**config.mk**
```make
export PLATFORM = sky130hd
export DESIGN_NAME = uart_rx_monitor
export DESIGN_NICKNAME = d
export VERILOG_FILES = /design/src/rtl/uart_rx_monitor.sv
export SDC_FILE = /design/constraint.sdc
export NUM_CORES = 1
export LEC_CHECK = 0
export CAP_MARGIN = 20
export CORE_MARGIN = 4
export CORE_UTILIZATION = 61
export CTS_CLUSTER_DIAMETER = 200
export DETAILED_ROUTE_END_ITERATION = 12
export GPL_TIMING_DRIVEN = 0
export PLACE_DENSITY = 0.82
export SKIP_LAST_GASP = 1
export SYNTH_ARGS = -nofsm -noshare
export SYNTH_HDL_FRONTEND = slang
export SYNTH_SLANG_ARGS = --single-unit
```
**constraint.sdc**
```tcl
create_clock -name clk -period 3.2 [get_ports clk]
set_input_delay 0.32 -clock clk [delete_from_list [all_inputs] [get_ports clk]]
set_output_delay 0.32 -clock clk [all_outputs]
set_load 0.05 [all_outputs]
```
**src/rtl/uart_rx_monitor.sv**
```systemverilog
// uart_rx_monitor: UART receiver (8N1) feeding a byte FIFO, with
// frame-error pulse and sticky overflow / end-of-transmission flags.
// Ports: clk, rst (sync, active-high); urx serial in, idle high;
// rd_valid/rd_ready/rd_data FIFO read side; frame_err one-cycle pulse;
// overflow and eot_seen sticky flags.
// Define UART_RX_MONITOR_PRINT_EN to echo each received byte and each
// frame-error / overflow event on the simulator console.
module uart_rx_monitor #(
  parameter int          CLOCK_FREQ_MHZ = 25,
  parameter int          BAUD_RATE      = 115_200,
  parameter int          FIFO_DEPTH     = 16,
  parameter logic [7:0]  EOT_BYTE       = 8'h04
) (
  input  logic       clk,
  input  logic       rst,
  input  logic       urx,
  output logic       rd_valid,
  input  logic       rd_ready,
  output logic [7:0] rd_data,
  output logic       frame_err,
  output logic       overflow,
  output logic       eot_seen
);

  localparam int CPB = (CLOCK_FREQ_MHZ * 1_000_000) / BAUD_RATE;
  localparam int CW  = $clog2(CPB + 1);
  localparam int AW  = $clog2(FIFO_DEPTH);
  localparam int PW  = AW + 1;

  typedef enum logic [2:0] {
    IDLE,
    START,
    DATA,
    STOP,
    WAIT_IDLE
  } state_e;

  logic          s1_q;
  logic          s2_q;
  logic          prev_q;
  logic [1:0]    warm_q;
  state_e        state_q;
  logic [CW-1:0] cnt_q;
  logic [2:0]    bit_q;
  logic [7:0]    shreg_q;
  logic          frame_err_q;

  logic [7:0]    mem_q [FIFO_DEPTH];
  logic [PW-1:0] wp_q;
  logic [PW-1:0] wp_d;
  logic [PW-1:0] rp_q;
  logic [PW-1:0] rp_d;
  logic          ovf_q;
  logic          ovf_d;
  logic          eot_q;
  logic          eot_d;

  logic          fall;
  logic          tick;
  logic          push;
  logic          pop;
  logic          wr;
  logic          empty;
  logic          full;

  // The synchronizer resets to 1, so its first outputs after reset are
  // not the real line; warm_q blocks edge detection until prev_q and
  // s2_q both carry sampled values, so a line held low across reset
  // release is not taken as a start bit.
  always_ff @(posedge clk) begin
    if (rst) begin
      s1_q   <= 1'b1;
      s2_q   <= 1'b1;
      prev_q <= 1'b1;
      warm_q <= 2'd0;
    end else begin
      s1_q   <= urx;
      s2_q   <= s1_q;
      prev_q <= s2_q;
      if (warm_q != 2'd3) begin
        warm_q <= warm_q + 2'd1;
      end
    end
  end

  assign fall = (warm_q == 2'd3) && prev_q && !s2_q;
  // cnt_q holds the cycles left to the next sample point.
  assign tick = (cnt_q == CW'(1));
  assign push = (state_q == STOP) && tick && s2_q;

  always_ff @(posedge clk) begin
    if (rst) begin
      state_q     <= IDLE;
      cnt_q       <= '0;
      bit_q       <= '0;
      shreg_q     <= '0;
      frame_err_q <= 1'b0;
    end else begin
      frame_err_q <= 1'b0;
      unique case (state_q)
        IDLE: begin
          if (fall) begin
            state_q <= START;
            cnt_q   <= CW'(CPB / 2);
          end
        end
        START: begin
          if (tick) begin
            if (!s2_q) begin
              state_q <= DATA;
              cnt_q   <= CW'(CPB);
              bit_q   <= '0;
            end else begin
              state_q <= IDLE;
            end
          end else begin
            cnt_q <= cnt_q - CW'(1);
          end
        end
        DATA: begin
          if (tick) begin
            shreg_q <= {s2_q, shreg_q[7:1]};
            cnt_q   <= CW'(CPB);
            bit_q   <= bit_q + 3'd1;
            if (bit_q == 3'd7) begin
              state_q <= STOP;
            end
          end else begin
            cnt_q <= cnt_q - CW'(1);
          end
        end
        STOP: begin
          if (tick) begin
            if (s2_q) begin
              state_q <= IDLE;
            end else begin
              frame_err_q <= 1'b1;
              state_q     <= WAIT_IDLE;
            end
          end else begin
            cnt_q <= cnt_q - CW'(1);
          end
        end
        WAIT_IDLE: begin
          if (s2_q) begin
            state_q <= IDLE;
          end
        end
        default: begin
          state_q <= IDLE;
        end
      endcase
    end
  end

  assign empty = (wp_q == rp_q);
  assign full  = (wp_q[AW] != rp_q[AW]) &&
                 (wp_q[AW-1:0] == rp_q[AW-1:0]);
  assign pop   = !empty && rd_ready;
  // A full FIFO still takes the byte when the head leaves this cycle.
  assign wr    = push && (!full || pop);

  always_comb begin
    wp_d  = wp_q + PW'(wr);
    rp_d  = rp_q + PW'(pop);
    ovf_d = ovf_q | (push && full && !pop);
    eot_d = eot_q | (push && (shreg_q == EOT_BYTE));
  end

  always_ff @(posedge clk) begin
    if (rst) begin
      wp_q  <= '0;
      rp_q  <= '0;
      ovf_q <= 1'b0;
      eot_q <= 1'b0;
    end else begin
      wp_q  <= wp_d;
      rp_q  <= rp_d;
      ovf_q <= ovf_d;
      eot_q <= eot_d;
    end
  end

  always_ff @(posedge clk) begin
    if (wr) begin
      mem_q[wp_q[AW-1:0]] <= shreg_q;
    end
  end

  assign rd_valid  = !empty;
  assign rd_data   = empty ? 8'h00 : mem_q[rp_q[AW-1:0]];
  assign frame_err = frame_err_q;
  assign overflow  = ovf_q;
  assign eot_seen  = eot_q;

`ifdef UART_RX_MONITOR_PRINT_EN
  always @(posedge clk) begin
    if (!rst && push) begin
      $write("%c", shreg_q);
    end
    if (!rst && push && full && !pop) begin
      $display("uart_rx_monitor: overflow, byte %02h dropped", shreg_q);
    end
    if (!rst && (state_q == STOP) && tick && !s2_q) begin
      $display("uart_rx_monitor: frame error (stop bit low)");
    end
  end
`else
`endif

endmodule

```
==> run summary, run 1 <==
Status -> complete, no violations
CP startpoint kind -> flip-flop
Fmax -> 323 MHz
Share of layout cells above drive strength 1 -> 22.6%
Postcts setup bufs -> 0
Slew @ Worst Pin -> 0.999 ns
Clk Latency, worst-skew pair -> 0.42 ns
CTS tree -> yes
Final Cycle Share -> 96.7%
Total Routing Usage GR -> 23.5%
Max-cap violations -> 0
Vias -> 4058
Detailed Routing Iterations Pass 1 -> 5
Complex-gate fraction of the synthesized area -> 5.71%
Critical Path Slowest Stage Cell -> or3b_2
Number of enable flip-flop cells after synthesis -> 128
Grt met1 use -> 31.5%
CP top delay family -> simple AND/OR/NAND/NOR gates
# diodes -> 0
Flops & latches, synth -> 168
Post-synthesis mux area share -> 13.0%
Skew final -> 0.00701 ns
Hold path startpoint -> rst
Post-route setup TNS -> 0 ns
Crit-path max FO -> 10
Post-route cell area -> 8020 um^2
Synth top area cells -> edfxtp_1 55%, dfxtp_1 11%, mux4_2 10%, mux2i_1 2.7%, nor2_1 1.8%
Syn Inst Count -> 436
GP Congestion -> 0.963
Ys async rst share -> 0%
Crit. End Element -> flip-flop
WP data arrival -> 3.21 ns
Final ANT Viol Nets -> 0
Met2 Use GR -> 38.9%
Share of Yosys cell area claimed by the top area cell type -> 54.8%
Synth Flop Type -> edfxtp_1
Post-synthesis simple-gate area fraction -> 9.61%
Final setup violation count -> 0
Largest net degree at the start of global routing -> 20
Max incr delay on CP -> 0.53 ns
Post-Syn Area -> 7020 um^2
Post-route DRC -> 0
Grt ovf -> 0
Post-CTS Hold Buffers -> 0
Global-route wire length before repair -> 22700 um
Inserted Clock Buffers -> 17
Die height -> 115 um
# port buffers -> 14
Yosys cell types -> 54
Cell Rows -> 38
Clock sinks -> 168
Fin crit period -> 3.09 ns
Fill cells -> 668
XOR/XNOR Fraction of Synth Area -> 1.62%
Die Area -> 13300 um^2
Initial core utilization -> 63.6%
Vias in the first global route -> 4020
Layout area overhead -> 14.3%
Fin. max-slew vios -> 0
GR Util met3 -> 4.89%
Post-synthesis sequential area ratio -> 66.2%
Critical setup path kind -> flip-flop to flip-flop
Avg Cell Area, Syn -> 16.1 um^2
Die X -> 115 um
Slew margin rel. -> 33.3%
Max IR drop VDD -> 335 uV
Synth top cells by count -> 128 x edfxtp_1, 40 x dfxtp_1, 33 x nor2_1
Pleak -> 2.61 nW
Worst hold slack -> 0.324 ns
Placeable Area -> 11000 um^2
Syn_nets -> 449
Adder-Cell Fraction of Synth Area -> 1.60%
CP cell instances -> ha_1 -> or3b_2 -> nor4_4 -> a21bo_4 -> buf_6 -> nor3_1 -> buf_2
Worst R2R Start -> cnt_q[0]
Util after Layout -> 72.7%
Critical path buffers and inverters -> 2
Initial DRC Count -> 493
H-tree depth reported by CTS -> 4
Vias per cell -> 6.48
Number of antenna violations at the first check in global routing -> 0
Flop-to-flop setup slack -> 0.11 ns
Cell taking the most area after synthesis -> edfxtp_1
Nets -> 487
Area after DPL -> 7410 um^2
Hold Crit Class -> input port to flip-flop
Gr busiest metal -> met2
Final WL -> 14300 um
Top-count cell post-synth -> edfxtp_1
Yosys synthesis warning count -> 0
Crit path launch -> cnt_q[0]
IO Pins -> 16
Required time of the critical path -> 3.31 ns
Root Buffer Master -> clkbuf_16
Post-DP HPWL -> 9210 um
WL/cell -> 22.9 um
Largest family of logic cells by synthesized area -> multiplexers
Final count of hold timing violations -> 0
Clock Path Buffers -> 2
Cell area power density -> 544 nW/um^2
Clock transition at path regs -> 0.06 ns
==> routing by layer <==
layer  routed length (um)  part of all wire [%]
met1                 5670                    40
met2                 7400                    52
met3                 1030                   7.2
met4                  221                   1.5
met5                    0                     0
==> logic make-up (layout without fill, tap and decap cells) <==
| group | Yosys count | in the layout |
|---|---|---|
| simple gates | 104 | 104 |
| compound gates | 53 | 53 |
| flops | 168 | 168 |
| buf+inv | 38 | 88 |
| fa+ha+maj | 9 | 9 |
| xor+xnor | 13 | 13 |
| mux | 51 | 51 |
==> flip-flops by register name, indices dropped and copies added (netlist names) <==
register / count
s1_q: 1
bit_q: 3
rp_q: 5
s2_q: 1
prev_q: 1
overflow: 1
wp_q: 5
mem_q: 128
warm_q: 2
frame_err: 1
shreg_q: 8
state_q: 3
eot_seen: 1
cnt_q: 8
==> area by class of cell <==
type | instances | area (um^2) | share of cell area [%]
Clock buffer | 18 | 429 | 5.35
Buffer | 25 | 133 | 1.65
Multi-Input combinational cell | 230 | 2280 | 28.5
Timing Repair Buffer | 22 | 174 | 2.17
Clock inverter | 13 | 145 | 1.81
Sequential cell | 168 | 4650 | 57.9
Inverter | 10 | 37.5 | 0.468
Tap cell | 140 | 175 | 2.18
==> layout by cell type (no fill, tap or decap), types with 7 or more instances in the layout <==
cell / n
mux4_2: 32
nor2b_1: 15
clkbuf_16: 17
a211oi_1: 16
clkbuf_1: 10
nand3_1: 7
clkbuf_2: 8
ha_1: 9
inv_1: 10
edfxtp_1: 128
mux2i_1: 19
dfxtp_1: 39
xor2_1: 10
nor2_1: 33
==> power by group <==
part	switching [mW]	internal, mW	total [mW]
clock network	0.815	1.15	1.97
registers	0.00827	2.32	2.33
logic	0.0395	0.0252	0.0647
total	0.863	3.50	4.37
==> worst paths after layout <==
check / to / cells after the start
max: mem_q[11][7] / 7
min: eot_seen / 2
min reg2reg: s2_q / 1
max reg2reg: mem_q[11][7] / 7
==> repair_timing <==
item                       4_1_cts  5_1_grt
setup endpoints to repair       26       30
cloned                           0        0
resized for setup               33       15
pin swaps                        0        0
==> stage by stage <==
stage,total power [mW],cells,setup WS (ns)
finish,4.37,626,0.105
global route,4.51,626,-0.0123
CTS,4.39,626,-0.0925
detailed placement,2.44,597,-0.268
global placement,2.44,590,-0.565
floorplan,2.42,436,0.211
Power figures use the tool's default switching activity.
==> run 2, diff against run 1 <==
==> constraint.sdc (replaced) <==
create_clock -name clk -period 3.2 [get_ports clk]
set_input_delay 0.48 -clock clk [delete_from_list [all_inputs] [get_ports clk]]
set_output_delay 0.48 -clock clk [all_outputs]
set_load 0.05 [all_outputs]
==> run summary, run 2 (synthesized netlist as in run 1, its figures left out) <==
Status -> complete, no violations
Flop-to-flop setup slack -> 0.11 ns
Skew final -> 0.00701 ns
H-tree depth reported by CTS -> 4
Pleak -> 2.62 nW
Cell Rows -> 38
Cell area power density -> 544 nW/um^2
Placed Instances -> 597
Global-route wire length before repair -> 22700 um
Max IR drop VDD -> 335 uV
Clock Path Buffers -> 2
Multi-input gate area -> 2290 um^2
Final count of hold timing violations -> 0
Post-DP HPWL -> 9210 um
Largest register FFs -> 128
Inserted Clock Buffers -> 17
WP data arrival -> 3.20 ns
Max-cap violations -> 0
Initial core utilization -> 63.6%
Hold path startpoint -> s1_q
CP cell instances -> ha_1 -> or3b_2 -> nor4_4 -> a21bo_4 -> buf_6 -> nor3_1 -> buf_2
Crit-path max FO -> 10
Final ANT Viol Nets -> 0
Layout area overhead -> 14.3%
Worst R2R Start -> cnt_q[0]
# diodes -> 0
Hold Crit Class -> flip-flop to flip-flop
Total Routing Usage GR -> 23.5%
Util after Layout -> 72.7%
Worst hold path cell count -> 1
Clock transition at path regs -> 0.06 ns
Initial DRC Count -> 446
Slew margin rel. -> 35.6%
Fin. max-slew vios -> 0
Setup ws final -> 0.112 ns
Post-route DRC -> 0
Die height -> 115 um
Fill cells -> 667
Detailed Routing Iterations Pass 1 -> 4
Max incr delay on CP -> 0.53 ns
Vias per cell -> 6.47
Die X -> 115 um
Worst hold slack -> 0.419 ns
IO Pins -> 16
Required time of the critical path -> 3.31 ns
Critical path buffers and inverters -> 2
CP top delay family -> simple AND/OR/NAND/NOR gates
Slew @ Worst Pin -> 0.964 ns
Clock sinks -> 168
Final Cycle Share -> 96.5%
End point of the critical path -> mem_q[11][7]
Largest net degree at the start of global routing -> 20
Clk Latency, worst-skew pair -> 0.42 ns
Final WL -> 14300 um
Leading cell type in the layout, fill and taps excluded -> edfxtp_1
Fin crit period -> 3.09 ns
R2R Path End -> mem_q[11][7]
Vias -> 4053
Grt ovf -> 0
Layout Cells excl Fill -> 626
WL/cell -> 22.9 um
Pwr Total -> 4.37 mW
Vias in the first global route -> 4016
Postcts setup bufs -> 0
Share of layout cells above drive strength 1 -> 23.3%
# port buffers -> 14
Critical setup path kind -> flip-flop to flip-flop
Crit path launch -> cnt_q[0]
Nets -> 487
Final setup violation count -> 0
Fmax -> 324 MHz
FF-to-FF path depth -> 7
Placeable Area -> 11000 um^2
GP Congestion -> 0.963
CP startpoint kind -> flip-flop
Worst path depth -> 7
Number of antenna violations at the first check in global routing -> 0
Most frequent cells in the layout -> 128 x edfxtp_1, 39 x dfxtp_1, 33 x nor2_1, 32 x mux4_2, 19 x mux2i_1
Critical Path Slowest Stage Cell -> or3b_2
Die Area -> 13300 um^2
Crit. End Element -> flip-flop
Root Buffer Master -> clkbuf_16
Post-CTS Hold Buffers -> 0
FF/Latch Area -> 4650 um^2
CTS tree -> yes
Placement Setup Slack -> -0.428 ns
-- run 2: worst min path at each step --
stage          slack (ns)    to
2_1_floorplan        0.39  s2_q
3_3_place_gp         0.39  s2_q
3_5_place_dp         0.41  s2_q
4_1_cts              0.42  s2_q
5_1_grt              0.43  s2_q
6_report             0.42  s2_q
-- run 2: where the power goes --
part	total (mW)	switching, mW	internal [mW]	leakage (nW)
Combinational	0.0639	0.0387	0.0252	0.838
Clock	1.97	0.818	1.15	0.269
Sequential	2.33	0.00815	2.32	1.51
Total	4.37	0.865	3.50	2.62
-- run 2: what timing repair did --
| action | CTS | global route |
|---|---|---|
| hold endpoints to repair | 0 | 0 |
| resized for setup | 48 | 17 |
| endpoints found under the setup margin | 26 | 29 |
-- run 2: metal layers --
layer  global-route usage (%)  wire length (um)  vias up
met4                     7.43               214        0
met3                     4.89               988       17
met1                     31.5              5700     2060
met5                        0                 0        -
met2                     38.9              7440      179
li1                         -                 -     1797
-- run 2: layout make-up --
type	instances	area share, %
multi-input combinational	230	28.5
tap	140	2.18
buffer	25	1.68
sequential	168	57.9
clock inverter	13	1.81
timing repair buffer	22	2.04
inverter	10	0.468
clock buffer	18	5.35
-- run 2: per-stage QoR --
stage	TNS, ns	cell area (um^2)
after floorplan	0	7020
after global placement	-22.10	7330
after detailed placement	-3.86	7410
after CTS	-0.0344	8020
after global routing	-0.0443	8020
final	0	8020
==> run 3, diff against run 2 <==
- clock period: 3.2 -> 2.99 ns (I/O delays scaled with it)
==> run summary, run 3 (synthesized netlist as in run 1, its figures left out) <==
Status -> complete, no violations
Max incr delay on CP -> 0.60 ns
Vias per cell -> 6.51
Final WL -> 15500 um
Share of layout cells above drive strength 1 -> 27.7%
Max-cap violations -> 0
Cell Rows -> 38
Die X -> 115 um
Required time of the critical path -> 2.54 ns
Clock transition at path regs -> 0.06 ns
Cell area power density -> 564 nW/um^2
Initial DRC Count -> 488
Pleak -> 2.72 nW
Fmax -> 342 MHz
WL/cell -> 24.6 um
Placeable Area -> 11000 um^2
Slew @ Worst Pin -> 1.07 ns
WP data arrival -> 2.47 ns
IO Pins -> 16
Skew final -> 0.00989 ns
CP startpoint kind -> flip-flop
Number of antenna violations at the first check in global routing -> 0
Final setup violation count -> 0
Most frequent cells in the layout -> 128 x edfxtp_1, 38 x dfxtp_1, 33 x nor2_1, 32 x mux4_2, 17 x clkbuf_16
Slew margin rel. -> 28.6%
Detailed Routing Iterations Pass 1 -> 5
Layout area overhead -> 16.7%
GP Congestion -> 0.894
Root Buffer Master -> clkbuf_16
Vias in the first global route -> 4206
Nets -> 493
Util after Layout -> 74.2%
Crit-path max FO -> 10
Worst R2R Start -> cnt_q[0]
Post-route cell area -> 8190 um^2
Crit path launch -> wp_q[3]
Die height -> 115 um
Largest net degree at the start of global routing -> 20
# port buffers -> 14
Post-DP HPWL -> 9570 um
H-tree depth reported by CTS -> 4
Hold Crit Class -> flip-flop to flip-flop
Layout Cells excl Fill -> 631
Final count of hold timing violations -> 0
Die Area -> 13300 um^2
Global-route wire length before repair -> 23800 um
Max IR drop VDD -> 521 uV
Clk Latency, worst-skew pair -> 0.43 ns
CP cell instances -> xor2_1 -> nor4_2 -> and2_4 -> inv_1 -> dlygate4sd2_1
Post-route setup TNS -> 0 ns
RSZ-0062 raised after global routing -> yes
Critical path buffers and inverters -> 2
CTS tree -> yes
Area after DPL -> 7450 um^2
Critical setup path kind -> flip-flop to output port
Clock sinks -> 168
Grt ovf -> 0
Critical Path Slowest Stage Cell -> dfxtp_1
Leading cell type in the layout, fill and taps excluded -> edfxtp_1
Vias -> 4107
Fin. max-slew vios -> 0
Clock Path Buffers -> 2
Initial core utilization -> 63.6%
Crit. End Element -> output port
Inserted Clock Buffers -> 17
# diodes -> 0
Post-CTS Hold Buffers -> 0
CP top delay family -> simple AND/OR/NAND/NOR gates
Largest register FFs -> 128
Total Routing Usage GR -> 24.6%
Fin crit period -> 2.92 ns
Placed Instances -> 598
Hold path startpoint -> s1_q
Post-route DRC -> 0
Final ANT Viol Nets -> 0
Final Cycle Share -> 97.7%
==> run 3: through the flow <==
stage	total power, mW	hold slack (ns)	setup slack, ns
final	4.61	0.408	0.0692
after detailed placement	2.61	0.394	-0.716
after CTS	4.62	0.407	-0.0662
after global placement	2.61	0.392	-0.805
after global routing	4.75	0.425	-0.0875
after floorplan	2.59	0.389	0.0366
==> run 3: final cells by class <==
type | count | area (um^2)
timing repair buffer | 30 | 259
clock inverter | 12 | 111
sequential | 168 | 4650
fill | 637 | 2840
buffer | 23 | 141
multi-input combinational | 230 | 2390
clock buffer | 18 | 429
tap | 140 | 175
inverter | 10 | 37.5
==> run 3: worst reg2reg max path: cells and delay by family (launching register included) <==
kind | cells | cell delay, ns
AND/OR/NAND/NOR | 3 | 1.39
adder cells (fa/ha/maj) | 1 | 0.19
AO/OA/AOI/OAI | 1 | 0.32
buffers and inverters | 1 | 0.27
flip-flops | 1 | 0.43
==> run 3: repair_timing <==
action	4_1_cts	5_1_grt
pin swaps	1	7
resized for setup	64	19
endpoints found under the hold margin	0	0
endpoints found under the setup margin	59	77
setup buffers	2	6
==> run 3: path summary, 6_finish.rpt <==
check                                   end  slack, ns  cells after the start
worst min-delay path                   s2_q       0.41                      1
worst min register to register         s2_q       0.41                      1
worst max register to register  mem_q[0][3]       0.10                      6
worst max-delay path               rd_valid       0.07                      5
==> run 3: per-layer routing <==
metal	global-route usage, %	part of all wire [%]	wire [um]
met5	0	0	0
met4	7.98	2.1	328
met3	7.00	6.8	1060
met2	39.4	51	7870
met1	32.9	40	6270
==> run 3: power breakdown <==
part	total (mW)	internal, mW	switching, mW
sequential	2.50	2.49	0.00989
clock	2.05	1.20	0.849
combinational	0.0681	0.0267	0.0414
total	4.61	3.71	0.900
